## src/rtl/reg_file_ctrl_pkg.sv

```systemverilog
// Shared types and default widths for the register-file control sequencer.
package reg_file_ctrl_pkg;

    localparam int unsigned ADDR_W_DEF  = 4;
    localparam int unsigned DATA_W_DEF  = 8;
    localparam int unsigned INSTR_W_DEF = 16;
    localparam int unsigned OP_W        = 4;
    localparam int unsigned CNT_W       = 4;

    localparam logic [OP_W-1:0] OP_NOP = 4'h0;

    typedef enum logic [2:0] {
        IDLE,
        READ,
        EXEC,
        WB,
        LOAD
    } state_e;

    typedef struct packed {
        logic [3:0] op;
        logic [3:0] rd;
        logic [3:0] rs1;
        logic [3:0] rs2;
    } instr_t;

endpackage

```

## src/rtl/reg_file_ctrl_arb.sv

```systemverilog
// Two-requester round-robin arbiter; the pointer moves only on a granted handshake.
module rr_arb2 (
    input  logic       clk,
    input  logic       rst_n,
    input  logic       en,
    input  logic [1:0] req,
    input  logic       advance,
    output logic [1:0] gnt_c
);

    // High when requester 1 holds priority for the next contended cycle.
    logic prio1_q;

    always_comb begin
        gnt_c = 2'b00;
        if (en) begin
            if (req[0] && (!req[1] || !prio1_q)) begin
                gnt_c = 2'b01;
            end else if (req[1]) begin
                gnt_c = 2'b10;
            end
        end
    end

    always_ff @(posedge clk or negedge rst_n) begin
        if (!rst_n) begin
            prio1_q <= 1'b0;
        end else if (advance) begin
            prio1_q <= gnt_c[0];
        end
    end

endmodule

```

## src/rtl/reg_file_ctrl.sv

```systemverilog
// Control sequencer for the 16x8 register file: instruction read/execute/writeback
// and host loads sharing one write port through a round-robin arbiter.
module reg_file_ctrl
    import reg_file_ctrl_pkg::*;
#(
    parameter int unsigned ADDR_W      = ADDR_W_DEF,
    parameter int unsigned DATA_W      = DATA_W_DEF,
    parameter int unsigned INSTR_W     = INSTR_W_DEF,
    parameter int unsigned EXEC_CYCLES = 1
) (
    input  logic               clk,
    input  logic               rst_n,
    input  logic               instr_valid,
    output logic               instr_ready,
    input  logic [INSTR_W-1:0] instr,
    input  logic               ld_valid,
    output logic               ld_ready,
    input  logic [ADDR_W-1:0]  ld_addr,
    input  logic [DATA_W-1:0]  ld_data,
    input  logic [DATA_W-1:0]  alu_result,
    output logic [OP_W-1:0]    alu_op,
    output logic [ADDR_W-1:0]  RA1,
    output logic [ADDR_W-1:0]  RA2,
    output logic [ADDR_W-1:0]  WA,
    output logic [DATA_W-1:0]  wd,
    output logic               write_enable,
    output logic               busy
);

    state_e              state_q, state_d;
    instr_t              instr_w;
    logic [ADDR_W-1:0]   rd_q, rd_d;
    logic [DATA_W-1:0]   ld_data_q, ld_data_d;
    logic [CNT_W-1:0]    cnt_q, cnt_d;
    logic [ADDR_W-1:0]   ra1_d, ra2_d, wa_d;
    logic [OP_W-1:0]     alu_op_d;
    logic                we_d;
    logic [1:0]          gnt_c;
    logic                instr_hs_c, ld_hs_c;

    assign instr_w = instr;

    rr_arb2 u_arb (
        .clk     (clk),
        .rst_n   (rst_n),
        .en      (rst_n && (state_q == IDLE)),
        .req     ({ld_valid, instr_valid}),
        .advance (instr_hs_c || ld_hs_c),
        .gnt_c   (gnt_c)
    );

    // A grant is only issued to an active request, so a grant is the handshake.
    assign instr_ready = gnt_c[0];
    assign ld_ready    = gnt_c[1];
    assign instr_hs_c  = gnt_c[0];
    assign ld_hs_c     = gnt_c[1];

    // Write data: ALU pass-through during writeback, latched host data during a load.
    assign wd = (state_q == WB)   ? alu_result :
                (state_q == LOAD) ? ld_data_q  : '0;

    always_comb begin
        state_d   = state_q;
        rd_d      = rd_q;
        ld_data_d = ld_data_q;
        cnt_d     = cnt_q;
        ra1_d     = RA1;
        ra2_d     = RA2;
        alu_op_d  = alu_op;
        wa_d      = WA;
        we_d      = 1'b0;
        unique case (state_q)
            IDLE: begin
                if (instr_hs_c) begin
                    ra1_d    = ADDR_W'(instr_w.rs1);
                    ra2_d    = ADDR_W'(instr_w.rs2);
                    alu_op_d = instr_w.op;
                    rd_d     = ADDR_W'(instr_w.rd);
                    state_d  = READ;
                end else if (ld_hs_c) begin
                    ld_data_d = ld_data;
                    wa_d      = ld_addr;
                    we_d      = 1'b1;
                    state_d   = LOAD;
                end
            end
            READ: begin
                if (alu_op == OP_NOP) begin
                    state_d = IDLE;
                end else begin
                    cnt_d   = CNT_W'(EXEC_CYCLES - 1);
                    state_d = EXEC;
                end
            end
            EXEC: begin
                if (cnt_q == '0) begin
                    wa_d    = rd_q;
                    we_d    = 1'b1;
                    state_d = WB;
                end else begin
                    cnt_d = cnt_q - CNT_W'(1);
                end
            end
            WB:      state_d = IDLE;
            LOAD:    state_d = IDLE;
            default: state_d = IDLE;
        endcase
    end

    always_ff @(posedge clk or negedge rst_n) begin
        if (!rst_n) begin
            state_q      <= IDLE;
            rd_q         <= '0;
            ld_data_q    <= '0;
            cnt_q        <= '0;
            RA1          <= '0;
            RA2          <= '0;
            alu_op       <= '0;
            WA           <= '0;
            write_enable <= 1'b0;
            busy         <= 1'b0;
        end else begin
            state_q      <= state_d;
            rd_q         <= rd_d;
            ld_data_q    <= ld_data_d;
            cnt_q        <= cnt_d;
            RA1          <= ra1_d;
            RA2          <= ra2_d;
            alu_op       <= alu_op_d;
            WA           <= wa_d;
            write_enable <= we_d;
            busy         <= (state_d != IDLE);
        end
    end

endmodule
```

## config.mk

```make
export PLATFORM = sky130hd
export DESIGN_NAME = reg_file_ctrl
export DESIGN_NICKNAME = d
export VERILOG_FILES = /design/src/rtl/reg_file_ctrl_pkg.sv /design/src/rtl/reg_file_ctrl_arb.sv /design/src/rtl/reg_file_ctrl.sv
export SDC_FILE = /design/constraint.sdc
export NUM_CORES = 1
export LEC_CHECK = 0
export CORE_UTILIZATION = 43
export CTS_CLUSTER_SIZE = 12
export DETAILED_ROUTE_END_ITERATION = 12
export HOLD_SLACK_MARGIN = 0.02
export PLACE_DENSITY_LB_ADDON = 0.25
export REMOVE_ABC_BUFFERS = 1
export SLEW_MARGIN = 20
export SYNTH_ARGS = -nofsm -noshare
export SYNTH_HDL_FRONTEND = slang
export SYNTH_SLANG_ARGS = --single-unit
```

## constraint.sdc

```tcl
create_clock -name clk -period 2.2 [get_ports clk]
set_clock_uncertainty 0.2 [all_clocks]
set_input_delay 0.33 -clock clk [delete_from_list [all_inputs] [get_ports clk]]
set_output_delay 0.33 -clock clk [all_outputs]
set_load 0.02 [all_outputs]
```

==> impl_metrics.json, run 1 <==
{
  "status": "completed",
  "die_w_um": 65.4,
  "syn2layout_area_growth_pct": 53.0,
  "antenna_found_initial": 0,
  "cts_buffer_depth": 2,
  "grt.total_usage": 0.200,
  "vdd_drop_max_uv": 925,
  "power_uw": 3560,
  "grt_start_max_net_pins": 39,
  "overflow": 0,
  "p_leak_uw": 0.00122,
  "min_period_ps": 2130,
  "cts_setup_buffers": 0,
  "cp-start-kind": "flip-flop",
  "cts_tree": "done",
  "powerDensity_mw_per_mm2": 1350,
  "finalCritPeriodShare": 0.967,
  "place_area_mm2": 0.00250,
  "min_to": "u_arb.prio1_q",
  "core.rowCount": 22,
  "drt-initial-drc-count": 27,
  "die_h_um": 65.4,
  "synth_ff_type": "dfrtp_1",
  "ioPinCount": 68,
  "synth-edff-count": 0,
  "finalWorstSetupSlack_ps": 72.3,
  "cts_sinks": 38,
  "timing.rr.end": "WA[3]",
  "synth_warnings": 0,
  "htreeDepth": 2,
  "start_util": 0.459,
  "diodes": 0,
  "ys_types": 32,
  "intPower_uw": 2410,
  "design_area_mm2": 0.00265,
  "pwr-share-seq": 0.353,
  "hold_class": "input port to flip-flop",
  "drive_gt1_frac": 0.298,
  "synthArstFlopShare": 1.00,
  "swShare": 0.323,
  "crit_required_ps": 1670,
  "cp-end-kind": "output port",
  "switching_power_uw": 1150,
  "antenna_left": 0,
  "grt_pass1_wl_um": 6310,
  "arrival_ps": 1600,
  "clkLatencyLatePin_ps": 290,
  "min_path_cells": 4,
  "vias": 1323,
  "tightestPinTransition_ps": 471,
  "vias_per_cell": 5.17,
  "hp-start": "rst_n",
  "crit_fanout": 8,
  "maxCapViolCount": 0,
  "port_buffers": 67,
  "synthCells": 125,
  "crit_type": "flip-flop to output port",
  "whs_ps": 243,
  "setup_viol": 0,
  "nNetsFinal": 249,
  "clkTransAtPathRegs_ps": 70,
  "finalWeightedCongestion": 0.830,
  "ys_seq_elements": 38,
  "max-slew-margin-rel": 0.686,
  "rsz0062_at_grt": "no",
  "avgSynthCellArea_um2": 13.8,
  "syn-cell-area_mm2": 0.00173,
  "rr_worst_depth": 6,
  "final-hold-violation-count": 0,
  "cts_buffers": 5,
  "drtPass1Iterations": 3,
  "yosysSeqAreaShare": 0.550,
  "pwr-share-comb": 0.442,
  "first_global_vias": 1364,
  "die-area_mm2": 0.00428,
  "drc": 0,
  "dp_slack_ps": -70.7,
  "wl_per_cell_um": 15.2,
  "clock_power_share": 0.204,
  "rrSetupSlack_ps": 170,
  "cts_root_buffer": "clkbuf_8",
  "slew_viol_final": 0,
  "core-area_mm2": 0.00377,
  "fin_util": 0.702,
  "startpoint": "state_q[1]",
  "post-dp-hpwl_um": 2930,
  "r2r-start": "state_q[1]",
  "routed_wl_um": 3890,
  "fmax_mhz": 470
}
[worst max-delay path by stage]
stage / to / slack (ps) / depth (start not counted)
after global placement: instr_ready / -60 / 5
after CTS: wd[1] / 0.3 / 4
after global routing: wd[1] / 3 / 4
final: wd[6] / 70 / 4
after detailed placement: instr_ready / -70 / 5
after floorplan: WA[0] / 220 / 4
[state kept, by name (all words and copies together), names as in the netlist, 3 cells and up]
name and count:
cnt_q 4, WA 4, ld_data_q 8, rd_q 4
RA1 4, state_q 3, alu_op 4, RA2 4
[Yosys cell counts, types with 2 or more instances]
cell / number / area [um2]
dfrtp_1: 38 / 951
nand2_1: 6 / 22.5
ha_1: 2 / 25.0
a21o_1: 2 / 15.0
nand3b_1: 2 / 15.0
a21oi_1: 3 / 15.0
nand3_1: 2 / 10.0
inv_1: 5 / 18.8
nor3b_1: 3 / 22.5
mux2_4: 7 / 105
a22o_1: 8 / 70.1
mux2_2: 25 / 282
o21ai_0: 3 / 15.0
[kinds of logic after synthesis]
| kind of cell | Yosys count | synth area share |
|---|---|---|
| buffers and inverters | 9 | 0.0311 |
| AOI/OAI and AO/OA | 20 | 0.0854 |
| adders and majority gates | 2 | 0.0145 |
| DFF | 38 | 0.550 |
| muxes | 33 | 0.229 |
| and+or+nand+nor | 23 | 0.0897 |
[power by group through the flow]
| stage | Sequential [uW] | Combinational [uW] | Clock (uW) |
|---|---|---|---|
| floorplan | 1430 | 700 | 0 |
| global placement | 1240 | 1540 | 0 |
| detailed placement | 1270 | 1590 | 0 |
| CTS | 1260 | 1590 | 739 |
| global route | 1300 | 1690 | 766 |
| finish | 1260 | 1580 | 728 |
[cells in the final DEF (no fill, tap or decap), types with 2 or more instances in the layout]
cell and count:
a21o_1 2, buf_2 3, a22o_1 8, mux2_4 7, dfrtp_1 37, mux2_2 25, clkdlybuf4s50_1 56, buf_4 11
nand3b_1 2, inv_1 5, nand3_1 2, clkbuf_8 6, a21oi_1 3, ha_1 2, o21ai_0 3, nor3b_1 3
bufinv_16 2, nand2_1 6, clkdlybuf4s15_1 5
[area by class of cell]
cell class / count / area, um2
Clock buffer: 6 / 82.6
Tap cell: 48 / 60.1
Multi-Input combinational cell: 78 / 729
Clock inverter: 2 / 60.1
Sequential cell: 38 / 952
Fill cell: 263 / 1120
Inverter: 5 / 18.8
Timing Repair Buffer: 79 / 743
[through the flow]
stage	TNS, ps	std cells
after detailed placement	-269	247
after floorplan	0	121
final	0	256
after global placement	-58.9	247
after CTS	0	256
after global routing	0	256
[critical path: stages, from the launching register on]
cell           delay, ps
dfrtp_1              430
nor3b_1              220
buf_4                190
a22o_1               140
dlygate4sd2_1        330
[metal layers]
metal,global-route usage,wire length (um),up-vias
li1,-,-,615
met2,0.331,2030,31
met1,0.236,1630,668
met4,0.0761,90,0
met3,0.0694,137,9
met5,0,0,-
[repair_timing]
item / 4_1_cts / 5_1_grt
hold endpoints to repair: 38 / 0
hold buffers: 1 / 0
resized for setup: 18 / 11
endpoints found under the setup margin: 10 / 10
Power figures use the tool's default switching activity.
==> run 2: changes to the inputs <==
--- a/config.mk
+++ b/config.mk
@@ -11,6 +11,7 @@
 export HOLD_SLACK_MARGIN = 0.02
 export PLACE_DENSITY_LB_ADDON = 0.25
 export REMOVE_ABC_BUFFERS = 1
+export SETUP_SLACK_MARGIN = 0.15
 export SLEW_MARGIN = 20
 export SYNTH_ARGS = -nofsm -noshare
 export SYNTH_HDL_FRONTEND = slang
==> run 2 against run 1 <==
Net effect: non-clock buffer count stayed put; cell count stayed put; setup slack better by 110 ps; critical endpoint is now instr_ready.
==> impl_metrics.json, run 2 (synthesized netlist as in run 1, its figures left out) <==
{
  "dp_cells": 247,
  "pwr-share-comb": 0.443,
  "final_cells": 256,
  "core.rowCount": 22,
  "tightestPinTransition_ps": 466,
  "die_h_um": 65.4,
  "vdd_drop_max_uv": 928,
  "timing.rr.end": "WA[3]",
  "max-slew-margin-rel": 0.689,
  "drc": 0,
  "layout_common_cells": "clkdlybuf4s50_1 (56), dfrtp_1 (35), mux2_2 (25)",
  "fillers": 264,
  "core-area_mm2": 0.00377,
  "cts_buffer_depth": 2,
  "die-area_mm2": 0.00428,
  "ioPinCount": 68,
  "rr_worst_depth": 6,
  "switching_power_uw": 1160,
  "setup_viol": 0,
  "grt.total_usage": 0.200,
  "crit_type": "flip-flop to output port",
  "vias_per_cell": 5.13,
  "routed_wl_um": 3920,
  "finalWeightedCongestion": 0.830,
  "crit_fanout": 4,
  "slew_viol_final": 0,
  "endpoint": "instr_ready",
  "power_uw": 3580,
  "hold_class": "input port to flip-flop",
  "nNetsFinal": 249,
  "top_register": "ld_data_q",
  "grt_start_max_net_pins": 39,
  "vias": 1314,
  "diodes": 0,
  "antenna_found_initial": 0,
  "r2r-start": "state_q[0]",
  "clkLatencyLatePin_ps": 290,
  "drtPass1Iterations": 2,
  "intPower_uw": 2420,
  "drt-initial-drc-count": 34,
  "design_area_mm2": 0.00264,
  "antenna_left": 0,
  "rsz0062_at_grt": "yes",
  "pwr-share-seq": 0.354,
  "overflow": 0,
  "port_buffers": 67,
  "cts_setup_buffers": 0,
  "first_global_vias": 1359,
  "die_w_um": 65.4,
  "crit_required_ps": 1670,
  "cp-end-kind": "output port",
  "place_area_mm2": 0.00250,
  "htreeDepth": 2,
  "cp-start-kind": "flip-flop",
  "cts_buffers": 5,
  "clkTransAtPathRegs_ps": 70,
  "grt_pass1_wl_um": 6360,
  "rrSetupSlack_ps": 240,
  "arrival_ps": 1490,
  "swShare": 0.324,
  "cts_sinks": 38,
  "cts_root_buffer": "clkbuf_8",
  "min_period_ps": 2020,
  "fmax_mhz": 496,
  "wl_per_cell_um": 15.3,
  "clock_power_share": 0.204,
  "post-dp-hpwl_um": 2930,
  "powerDensity_mw_per_mm2": 1350,
  "largest_register_ffs": 8,
  "final-hold-violation-count": 0,
  "cts_tree": "done",
  "finalCritPeriodShare": 0.916,
  "mostFrequentLayoutCell": "clkdlybuf4s50_1",
  "syn2layout_area_growth_pct": 52.6,
  "maxCapViolCount": 0,
  "p_leak_uw": 0.00122,
  "status": "completed",
  "start_util": 0.459,
  "drive_gt1_frac": 0.361,
  "startpoint": "state_q[0]"
}
==> run 2: how the worst min path moves through the flow <==
stage          startpoint            end  slack (ps)  cells past startpoint
4_1_cts             rst_n  u_arb.prio1_q         240                      4
3_3_place_gp        rst_n  u_arb.prio1_q         230                      2
6_report            rst_n  u_arb.prio1_q         240                      4
3_5_place_dp        rst_n  u_arb.prio1_q         220                      2
5_1_grt             rst_n  u_arb.prio1_q         280                      4
2_1_floorplan       rst_n         RA1[0]        -170                      0
==> run 2: cell type report <==
cell class	instances	area, um2	share of cell area
Sequential cell	38	955	0.362
Tap cell	48	60.1	0.0228
Clock buffer	6	82.6	0.0313
Multi-Input combinational cell	78	742	0.281
Inverter	5	18.8	0.00711
Timing Repair Buffer	79	721	0.273
Clock inverter	2	60.1	0.0228
==> run 2: repair_timing <==
item / in CTS / in global routing
pin swaps: 1 / 2
endpoints found under the setup margin: 11 / 11
resized for setup: 47 / 8
hold buffers: 1 / 0
endpoints found under the hold margin: 38 / 0
==> run 2: worst max-delay path: stages, from the launching register on <==
cell and delay (ps):
dfrtp_2 450, nor4b_4 300, nand2_1 90, a21o_1 190, inv_2 60, buf_6 110
==> run 2: routing by layer <==
metal	global-route usage	routed length [um]	share of wire
met5	0	0	0
met4	0.0707	66	0.017
met3	0.0677	145	0.037
met2	0.332	2060	0.53
met1	0.241	1640	0.42
==> run 2: power groups by stage <==
stage	sequential (uW)	combinational, uW	clock (uW)
6_report	1260	1580	728
5_1_grt	1310	1700	766
4_1_cts	1260	1580	739
3_5_place_dp	1270	1590	0
3_3_place_gp	1240	1540	0
2_1_floorplan	1430	700	0
==> run 2: per-stage QoR <==
stage	setup slack [ps]	util	hold WS (ps)	TNS [ps]
finish	185	0.700	235	0
global route	105	0.700	281	0
CTS	150	0.695	240	0
detailed placement	-70.7	0.664	222	-269
global placement	-58.9	0.664	229	-58.9
floorplan	220	-	-166	0
==> run 3: changes to the inputs <==
--- a/config.mk
+++ b/config.mk
@@ -6,6 +6,7 @@
 export NUM_CORES = 1
 export LEC_CHECK = 0
 export CORE_UTILIZATION = 43
+export CTS_BUF_LIST = sky130_fd_sc_hd__clkbuf_4 sky130_fd_sc_hd__clkbuf_8 sky130_fd_sc_hd__clkbuf_16
 export CTS_CLUSTER_SIZE = 12
 export DETAILED_ROUTE_END_ITERATION = 12
 export HOLD_SLACK_MARGIN = 0.02
==> results of run 3 <==
The final DEF is identical to that of run 2; final timing and power are the same.
